[config.mk]
export PLATFORM = sky130hd
export DESIGN_NAME = mem_access_unit_flat
export DESIGN_NICKNAME = d
export VERILOG_FILES = /design/src/rtl/mau_pkg.sv /design/src/rtl/mem_access_unit_if.sv /design/src/rtl/mau_wait_counter.sv /design/src/rtl/mem_access_unit.sv /design/src/flat_wrapper.sv
export SDC_FILE = /design/constraint.sdc
export NUM_CORES = 1
export LEC_CHECK = 0
export BUFFER_PORTS_ARGS = -buffer_cell sky130_fd_sc_hd__buf_4
export CORE_AREA = 2 2 71 73
export DETAILED_ROUTE_END_ITERATION = 10
export DIE_AREA = 0 0 73 75
export PLACE_DENSITY = 0.92
export SYNTH_ARGS = -nofsm -noshare
export SYNTH_HDL_FRONTEND = slang
export SYNTH_SLANG_ARGS = --single-unit
export TNS_END_PERCENT = 100
[constraint.sdc]
create_clock -name Clk -period 4.5 [get_ports Clk]
set_input_delay 0.45 -clock Clk [delete_from_list [all_inputs] [get_ports Clk]]
set_output_delay 0.45 -clock Clk [all_outputs]
set_load 0.01 [all_outputs]
[src/rtl/mau_pkg.sv]
// mau_pkg: shared state encoding and constants for the SLC-3 memory access unit.
package mau_pkg;
    localparam int WORD_W = 16;
    localparam logic [WORD_W-1:0] IO_ADDR = 16'hFFFF;
    typedef enum logic [2:0] {IDLE, RD_WAIT, WR_SETUP, WR_PULSE, DONE} mau_state_t;
endpackage

[src/rtl/mem_access_unit_if.sv]
// mem_access_unit_if: datapath-side and SRAM-side signals of the memory access unit.
// MAU_IO_MAP_EN adds the switch input and hex display output.
interface mem_access_unit_if #(parameter int ADDR_W = 20);
    import mau_pkg::*;
    logic [WORD_W-1:0] BUS;
    logic LD_MAR, LD_MDR, MEM_REQ, MEM_WE;
    logic [WORD_W-1:0] MAR_out, MDR_out;
    logic MEM_READY, BUSY;
    logic [ADDR_W-1:0] sram_addr;
    logic [WORD_W-1:0] sram_wdata, sram_rdata;
    logic sram_ce_n, sram_oe_n, sram_we_n;
`ifdef MAU_IO_MAP_EN
    logic [WORD_W-1:0] sw_in, hex_out;
    modport slave (input BUS, LD_MAR, LD_MDR, MEM_REQ, MEM_WE, sram_rdata, sw_in,
                   output MAR_out, MDR_out, MEM_READY, BUSY, sram_addr, sram_wdata,
                   sram_ce_n, sram_oe_n, sram_we_n, hex_out);
    modport master (output BUS, LD_MAR, LD_MDR, MEM_REQ, MEM_WE, sram_rdata, sw_in,
                    input MAR_out, MDR_out, MEM_READY, BUSY, sram_addr, sram_wdata,
                    sram_ce_n, sram_oe_n, sram_we_n, hex_out);
`else
    modport slave (input BUS, LD_MAR, LD_MDR, MEM_REQ, MEM_WE, sram_rdata,
                   output MAR_out, MDR_out, MEM_READY, BUSY, sram_addr, sram_wdata,
                   sram_ce_n, sram_oe_n, sram_we_n);
    modport master (output BUS, LD_MAR, LD_MDR, MEM_REQ, MEM_WE, sram_rdata,
                    input MAR_out, MDR_out, MEM_READY, BUSY, sram_addr, sram_wdata,
                    sram_ce_n, sram_oe_n, sram_we_n);
`endif
endinterface

[src/rtl/mau_wait_counter.sv]
// mau_wait_counter: load-and-count-down wait-state counter; last is high while the count is zero.
module mau_wait_counter (
    input  logic       clk,
    input  logic       rst_n,
    input  logic       start,
    input  logic [3:0] count,
    output logic       last
);
    logic [3:0] cnt;
    always_ff @(posedge clk or negedge rst_n)
        if (!rst_n) cnt <= '0;
        else cnt <= start ? count : (cnt != '0 ? cnt - 4'd1 : cnt);
    assign last = cnt == '0;
endmodule

[src/rtl/mem_access_unit.sv]
// mem_access_unit: SLC-3 MAR/MDR plus fixed wait-state SRAM read/write sequencer.
// MAU_IO_MAP_EN maps address 0xFFFF to sw_in (read) and hex_out (write) instead of SRAM.
module mem_access_unit
    import mau_pkg::*;
#(
    parameter int ADDR_W      = 20,
    parameter int WAIT_CYCLES = 2
) (
    input logic Clk,
    input logic Reset,
    mem_access_unit_if.slave mau
);
    mau_state_t state;
    logic [WORD_W-1:0] mar, mdr, mar_nx, mdr_nx;
    logic ce_n, oe_n, we_n, ready, busy, io_hit, cnt_start, cnt_last;
    // Loads issued together with a request take effect first, so the access sees them.
    assign mar_nx = mau.LD_MAR ? mau.BUS : mar;
    assign mdr_nx = mau.LD_MDR ? mau.BUS : mdr;
`ifdef MAU_IO_MAP_EN
    assign io_hit = mar_nx == IO_ADDR;
`else
    assign io_hit = 1'b0;
`endif
    assign cnt_start = (state == IDLE && mau.MEM_REQ && !io_hit) || state == WR_SETUP;
    mau_wait_counter u_wait (
        .clk  (Clk),
        .rst_n(Reset),
        .start(cnt_start),
        .count(4'(WAIT_CYCLES - 1)),
        .last (cnt_last)
    );
    always_ff @(posedge Clk or negedge Reset) begin
        if (!Reset) begin
            state <= IDLE;
            mar   <= '0;
            mdr   <= '0;
            ce_n  <= 1'b1;
            oe_n  <= 1'b1;
            we_n  <= 1'b1;
            ready <= 1'b0;
            busy  <= 1'b0;
`ifdef MAU_IO_MAP_EN
            mau.hex_out <= '0;
`endif
        end else begin
            ready <= 1'b0;
            case (state)
                IDLE: begin
                    mar <= mar_nx;
                    mdr <= mdr_nx;
                    if (mau.MEM_REQ) begin
                        busy <= 1'b1;
                        if (io_hit) begin
                            state <= DONE;
                            ready <= 1'b1;
`ifdef MAU_IO_MAP_EN
                            if (mau.MEM_WE) mau.hex_out <= mdr_nx;
                            else mdr <= mau.sw_in;
`endif
                        end else if (mau.MEM_WE) begin
                            state <= WR_SETUP;
                            ce_n  <= 1'b0;
                        end else begin
                            state <= RD_WAIT;
                            ce_n  <= 1'b0;
                            oe_n  <= 1'b0;
                        end
                    end
                end
                RD_WAIT: if (cnt_last) begin
                    mdr   <= mau.sram_rdata;
                    state <= DONE;
                    ce_n  <= 1'b1;
                    oe_n  <= 1'b1;
                    ready <= 1'b1;
                end
                WR_SETUP: begin
                    state <= WR_PULSE;
                    we_n  <= 1'b0;
                end
                WR_PULSE: if (cnt_last) begin
                    state <= DONE;
                    ce_n  <= 1'b1;
                    we_n  <= 1'b1;
                    ready <= 1'b1;
                end
                DONE: begin
                    state <= IDLE;
                    busy  <= 1'b0;
                end
                default: state <= IDLE;
            endcase
        end
    end
    assign mau.MAR_out    = mar;
    assign mau.MDR_out    = mdr;
    assign mau.sram_wdata = mdr;
    assign mau.sram_addr  = ADDR_W'(mar);
    assign mau.sram_ce_n  = ce_n;
    assign mau.sram_oe_n  = oe_n;
    assign mau.sram_we_n  = we_n;
    assign mau.MEM_READY  = ready;
    assign mau.BUSY       = busy;
endmodule

[src/flat_wrapper.sv]
// flat-port wrapper written by rule: the top's interface ports become plain ports
module mem_access_unit_flat import mau_pkg::*;
#(
    parameter int ADDR_W      = 20,
    parameter int WAIT_CYCLES = 2
)
  (Clk, Reset, mau_BUS, mau_LD_MAR, mau_LD_MDR, mau_MEM_REQ, mau_MEM_WE, mau_sram_rdata, mau_MAR_out, mau_MDR_out, mau_MEM_READY, mau_BUSY, mau_sram_addr, mau_sram_wdata, mau_sram_ce_n, mau_sram_oe_n, mau_sram_we_n);
  mem_access_unit_if #(.ADDR_W(ADDR_W)) mau_i ();
  input logic Clk;
  input logic Reset;
  input wire logic [$bits(mau_i.BUS)-1:0] mau_BUS;
  input wire logic [$bits(mau_i.LD_MAR)-1:0] mau_LD_MAR;
  input wire logic [$bits(mau_i.LD_MDR)-1:0] mau_LD_MDR;
  input wire logic [$bits(mau_i.MEM_REQ)-1:0] mau_MEM_REQ;
  input wire logic [$bits(mau_i.MEM_WE)-1:0] mau_MEM_WE;
  input wire logic [$bits(mau_i.sram_rdata)-1:0] mau_sram_rdata;
  output wire logic [$bits(mau_i.MAR_out)-1:0] mau_MAR_out;
  output wire logic [$bits(mau_i.MDR_out)-1:0] mau_MDR_out;
  output wire logic [$bits(mau_i.MEM_READY)-1:0] mau_MEM_READY;
  output wire logic [$bits(mau_i.BUSY)-1:0] mau_BUSY;
  output wire logic [$bits(mau_i.sram_addr)-1:0] mau_sram_addr;
  output wire logic [$bits(mau_i.sram_wdata)-1:0] mau_sram_wdata;
  output wire logic [$bits(mau_i.sram_ce_n)-1:0] mau_sram_ce_n;
  output wire logic [$bits(mau_i.sram_oe_n)-1:0] mau_sram_oe_n;
  output wire logic [$bits(mau_i.sram_we_n)-1:0] mau_sram_we_n;
  assign mau_i.BUS = mau_BUS;
  assign mau_i.LD_MAR = mau_LD_MAR;
  assign mau_i.LD_MDR = mau_LD_MDR;
  assign mau_i.MEM_REQ = mau_MEM_REQ;
  assign mau_i.MEM_WE = mau_MEM_WE;
  assign mau_i.sram_rdata = mau_sram_rdata;
  assign mau_MAR_out = mau_i.MAR_out;
  assign mau_MDR_out = mau_i.MDR_out;
  assign mau_MEM_READY = mau_i.MEM_READY;
  assign mau_BUSY = mau_i.BUSY;
  assign mau_sram_addr = mau_i.sram_addr;
  assign mau_sram_wdata = mau_i.sram_wdata;
  assign mau_sram_ce_n = mau_i.sram_ce_n;
  assign mau_sram_oe_n = mau_i.sram_oe_n;
  assign mau_sram_we_n = mau_i.sram_we_n;
  mem_access_unit #(.ADDR_W(ADDR_W), .WAIT_CYCLES(WAIT_CYCLES)) u_core (.Clk(Clk), .Reset(Reset), .mau(mau_i));
endmodule
# Word-level counts from Yosys, hierarchy flattened
# Index checks and enable logic that the tools add are counted.
dict set report op_classes {
  addsub 1
  eq_ne 10
  n_mux 20
  reduce_logical 18
}
# op n
set ops {}
lappend ops {{2-to-1 mux 16 bit} 2}
lappend ops {{case mux 16 bit (2 select lines)} 1}
lappend ops {{nonzero test 2 bit} 5}
lappend ops {{case mux 3 bit (3 select lines)} 1}
lappend ops {{2-to-1 mux 4 bit} 2}
lappend ops {{case mux 1 bit (2 select lines)} 4}
lappend ops {{AND reduction 2 bit} 4}
lappend ops {{2-to-1 mux 1 bit} 7}
lappend ops {{equality test 3 x 2 -> 1 bit (second input constant)} 2}
lappend ops {{2-to-1 mux 3 bit} 2}
lappend ops {{!= test 2 x 1 -> 1 bit (second input constant)} 3}
lappend ops {{!= test 2 bit (second input constant)} 3}
lappend ops {{AND reduction 3 bit} 2}
lappend ops {{zero test 4 bit} 1}
lappend ops {{AND reduction 4 bit} 1}
lappend ops {{nonzero test 4 bit} 1}
lappend ops {{subtractor 4 x 1 -> 4 bit (second input constant)} 1}
lappend ops {{equality test 3 x 1 -> 1 bit (second input constant)} 1}
lappend ops {{equality test 3 bit (second input constant)} 1}
lappend ops {{zero test 3 bit} 1}
lappend ops {{2-to-1 mux 2 bit} 1}
lappend ops {{OR reduction 2 bit} 1}
lappend ops {{logical AND 1 bit} 1}
lappend ops {{logical OR 1 bit} 1}
dict set report totals {
  regBits 44
  input_bits 38
  out_inout_bits 73
  word_cells 58
}

# Depth between registers and ports, before layout
dict set report logic_depth {
  depth_word 4
  ltp_mapped 6
  ltp_nobuf 5
}

# By module
# A second synthesis with hierarchy kept.
dict set report unflattened {
  hier_cells 181
  hier_area_um2 2326.0
}
# module n_inst cells_each area_per_inst_um2 seq_area_each_um2
set by_module_without_submodules {}
lappend by_module_without_submodules {mem_access_unit 1 159 2092.0 1004.7}
lappend by_module_without_submodules {mau_wait_counter 1 22 234.0 100.1}

# Worst setup path before layout
# OpenSTA, ideal clock, no wires.
dict set report synth_path {
  kind {register to register}
  from {register u_core.u_wait.cnt[0]}
  to {register u_core.mdr[0] (netlist: u_core.mau.MDR_out[0])}
  setup_time_ns 0.123
  arrival_ns 1.475
  required_ns 4.377
  slack_ns 2.902
  stages_incl_launch_ff 7
  n_path_buf 1
  period_less_slack_ns 1.598
  cell_sequence {dfrtp_1 -> inv_1 -> ha_1 -> and4bb_2 -> a21o_4 -> buf_6 -> o221a_2}
}
dict set report synth_via {
  elab_chain_cells 3
}
# element line
set synth_rtl {}
lappend synth_rtl {{start: declaration} mau_wait_counter.sv:9} ;# logic [3:0] cnt;
lappend synth_rtl {{start signal: assignment} mau_wait_counter.sv:12} ;# else cnt <= start ? count : (cnt != '0 ? cnt - 4'd1 : cnt);
lappend synth_rtl {{zero test 4 bit} mau_wait_counter.sv:13} ;# assign last = cnt == '0;
lappend synth_rtl {{!= test 2 x 1 -> 1 bit (no line)} -}
lappend synth_rtl {{AND reduction 3 bit (no line)} -}
lappend synth_rtl {{end signal: assignment} mem_access_unit.sv:50} ;# mdr <= mdr_nx;
lappend synth_rtl {{end signal: assignment} mem_access_unit.sv:71} ;# mdr <= mau.sram_rdata;
lappend synth_rtl {{end: declaration} mem_access_unit.sv:14} ;# logic [WORD_W-1:0] mar, mdr, mar_nx, mdr_nx;
# Every way passes these cells.
# A chain may end at the register's enable or synchronous reset.

# Worst setup path after layout
dict set report layout_path {
  from {register u_core.state[1]}
  to {register u_core.mdr[10] (netlist: u_core.mau.MDR_out[10])}
}
dict set report layout_via {
  elab_chain_cells 3
  elab_cells_between_ends 7
  cone_classes {eq/ne (3); mux (1); reduce/logical (3)}
}
# element line
set layout_rtl {}
lappend layout_rtl {{start: declaration} mem_access_unit.sv:13} ;# mau_state_t state;
lappend layout_rtl {{start signal: assignment} mem_access_unit.sv:34} ;# state <= IDLE;
lappend layout_rtl {{start signal: assignment} mem_access_unit.sv:54} ;# state <= DONE;
lappend layout_rtl {{start signal: assignment} mem_access_unit.sv:61} ;# state <= WR_SETUP;
lappend layout_rtl {{equality test 3 x 1 -> 1 bit or zero test 3 bit (tied branches)} mem_access_unit.sv:47} ;# case (state)
lappend layout_rtl {{!= test 2 x 1 -> 1 bit (no line) (tied with other cells)} -}
lappend layout_rtl {{AND reduction 3 bit (no line)} -}
# Parallel ways exist; a longest one is shown, timed or not.

==> flow_summary_export.csv <==
group,metric,value,unit
detailed_routing,dr.first_iter.drc_count,92,
synthesis,synth.top_cell.area_share,45.5,%
global_route,grt_max_degree,45,
cells_and_area,finalNonFillerCells,308,
critical_path,cp-start-kind,"flip-flop",
place,pre_cts_slack,2.56,ns
global_route,grt_first_pass_wirelength,7630,µm
detailed_routing,num_vias,1565,
cells_and_area,drive_above_1_share,61.4,%
synthesis,synthArstFlopShare,100,%
cts,cts_resized,0,
cts,cts_tree,"done",
pwr,internal-power,1.45,mW
place,numPortBuffers,106,
pwr,p_sw_share,36.1,%
cells_and_area,utilization,62.5,%
sta,skew,0.00987,ns
sta,relSlewSlack,39.8,%
critical_path,cp_slowest_cell,"nor4b_4",
pwr,power_frac_seq,35.3,%
synthesis,yosys.cell_types.count,35,
synthesis,ys_seq_area_share,49.0,%
detailed_routing,drtAntennaViolNets,0,
critical_path,cp-end-kind,"flip-flop",
detailed_routing,wl_met2,2600,µm
pwr,leakagePower,1.37,nW
critical_path,critPathMaxStageDelay,0.87,ns
synthesis,syn_inst,179,
global_route,overflow,0,
synthesis,postSynthAreaPerCell,12.6,µm²
synthesis,synthTopCellsByCount,"dfrtp_1, buf_4, nand2b_1, o221a_2, mux2_4",
synthesis,ys_warn_count,0,
cells_and_area,fin_nets,292,
critical_path,path_class,"reg2reg",
pwr,vdd_drop_max,0.358,mV
synthesis,synth_area_leader_cell,"dfrtp_1",
sta,setup_slack,2.56,ns
run_status,status,"finished, final reports clean",
place,place_inst,300,
detailed_routing,wl_met3,253,µm
critical_path,crit_family,"simple AND/OR/NAND/NOR gates",
critical_path,worstPathArrival,2.18,ns
detailed_routing,drtPass1Iterations,6,
sta,slew_viol_final,0,
critical_path,worstPathRequired,4.74,ns
sta,rsz0062_at_grt,"false",
global_route,grt_pass1_vias,1584,
sta,fin_crit_sh,43.2,%
floorplanning,core_area,4660,µm²
cts,postCtsHoldBufs,0,
floorplanning,die_y,75,µm
sta,hold_violations,0,
pwr,pwr-share-clk,13.8,%
sta,min_period,1.94,ns
cells_and_area,nFillCells,370,
cells_and_area,antenna_cells,0,
detailed_routing,wl_per_cell,16.0,µm
floorplanning,die_w,73,µm
cts,clk_latency,0.30,ns
cts,cts_max_level,2,
detailed_routing,drc,0,
detailed_routing,drt-met1-wl,2000,µm
floorplanning,start_util,48.4,%
synthesis,synth_edf_count,0,
cts,cts_buffer_depth,2,
cells_and_area,area_delta_synth_final,29.1,%
floorplanning,num_io_pins,111,
cts,cts-root-buf,"clkbuf_8",
sta,hold-worst-slack,0.130,ns
floorplanning,die-area,5480,µm²
synthesis,synth_area_leaders,"dfrtp_1, buf_4, o221a_2, mux2_4, nand2b_1",
global_route,grt_usage,18.7,%
sta,fin_setup_tns,0,ns
detailed_routing,drt-total-wl,4930,µm
global_route,antenna_found_initial,0,
floorplanning,row_count,25,
cts,path_clk_slew,0.08,ns
detailed_routing,routed.top_layer,"met4",
sta,fmax,515,MHz
job,maxCapViolCount,0,
synthesis,yosysMostFrequentCell,"dfrtp_1",
sta,finalSetupViolations,0,
sta,worstMarginPinSlew,0.899,ns
pwr,powerDensity,778,nW/µm²
place,dp_hpwl,3750,µm
cts,post-cts-setup-buffer-count,0,
pwr,p_switching,0.817,mW
synthesis,ys.flop_type,"dfrtp_1",
cts,numCtsBuffers,5,
critical_path,critPathMaxFanout,17,
detailed_routing,vias_per_cell,5.08,
pwr,pwr-share-comb,50.9,%
synthesis,ys_seq_elements,44,
worst_hold_path,hp-class,"in2async",
place,gp_congestion,0.809,
cts,cts.sinks,44,
critical_path,cp_num_buf_inv,0,
synthesis,syn-cell-area,2250,µm²
critical_path,cp_cell_sequence,"nor4b_4, a21o_4, o221a_2",
power by group through the flow:
stage	registers (mW)	logic (mW)	clock network, mW
detailed placement	0.809	1.17	0
global route	0.835	1.24	0.331
finish	0.801	1.15	0.312
CTS	0.804	1.17	0.318
global placement	0.793	1.14	0
floorplan	0.814	0.780	0
worst reg2reg max path, cell delays in order, from the launching register on:
cell     delay (ns)
dfrtp_1        0.52
nor4b_4        0.87
a21o_4         0.28
o221a_2        0.22
metrics by stage:
step | instance area, µm² | power [mW]
global placement | 2800 | 1.93
finish | 2910 | 2.27
detailed placement | 2800 | 1.98
CTS | 2910 | 2.29
global route | 2910 | 2.41
floorplan | 2270 | 1.59
worst paths after layout:
kind / to / slack [ns] / depth (start not counted) / startpoint
max reg2reg: u_core.mau.MDR_out[10] / 2.56 / 3 / u_core.state[1]
min reg2reg: u_core.mau.sram_ce_n / 0.49 / 2 / u_core.mau.sram_ce_n
min in group Clk: u_core.mau.MAR_out[1] / 0.38 / 2 / mau_BUS[1]
min: u_core.mau.MDR_out[9] / 0.13 / 1 / Reset
max in group asynchronous: u_core.mau.sram_oe_n / 3.99 / 1 / Reset
max: u_core.mau.MDR_out[10] / 2.56 / 3 / u_core.state[1]
layout by cell type (no fill, tap or decap):
master,n
o21bai_1,1
inv_1,3
or3b_2,1
and2_1,3
a21o_4,1
ha_1,1
clkinvlp_4,1
o31ai_1,1
and4bb_2,1
mux2_4,10
nor2_1,6
o221a_2,16
or2b_1,1
nor4b_4,2
xnor2_1,1
dfstp_2,3
nor3_1,1
nand2_1,3
or2_2,1
buf_4,107
nor4b_1,1
nor3b_1,1
inv_6,1
mux2i_1,1
nand3b_1,1
o21a_1,1
clkbuf_8,5
a211oi_1,1
o21ai_0,1
mux2_2,6
o41ai_1,1
nand2b_1,18
bufinv_16,1
conb_1,4
dfrtp_1,41
a21oi_1,6
area by class of cell:
| cell class | instances | area (µm²) | share of cell area, % |
|---|---|---|---|
| Clock buffer | 5 | 68.8 | 2.36 |
| Sequential cell | 44 | 1100 | 37.9 |
| Tap cell | 54 | 67.6 | 2.32 |
| Timing Repair Buffer | 107 | 803 | 27.6 |
| Clock inverter | 3 | 46.3 | 1.59 |
| Inverter | 3 | 11.3 | 0.387 |
| Multi-Input combinational cell | 92 | 810 | 27.8 |
registers in the layout (all words and copies together), names as in the netlist:
signal and cells:
u_core.mau.sram_ce_n 1, u_core.mau.MDR_out 16, u_core.state 3, u_core.mau.MEM_READY 1
u_core.mau.sram_oe_n 1, u_core.mau.sram_we_n 1, u_core.mau.BUSY 1, u_core.u_wait.cnt 4
u_core.mau.MAR_out 16
layer usage:
layer / vias to the layer above / global-route usage, %
li1: 733 / -
met1: 771 / 22.9
met2: 54 / 32.8
met3: 7 / 3.08
met4: 0 / 8.02
met5: - / 0
kinds of logic (layout without fill, tap and decap cells):
family,after synthesis,count (layout),synth area share [%]
buffers and inverters,46,118,15.6
DFF,44,44,49.0
and+or+nand+nor,40,40,12.3
AOI/OAI and AO/OA,29,29,11.9
muxes,17,17,10.1
adders and majority gates,1,1,0.555
other,1,4,0.166
xor gates and xnor gates,1,1,0.389
Note: power is estimated with default switching activity, not from simulation.
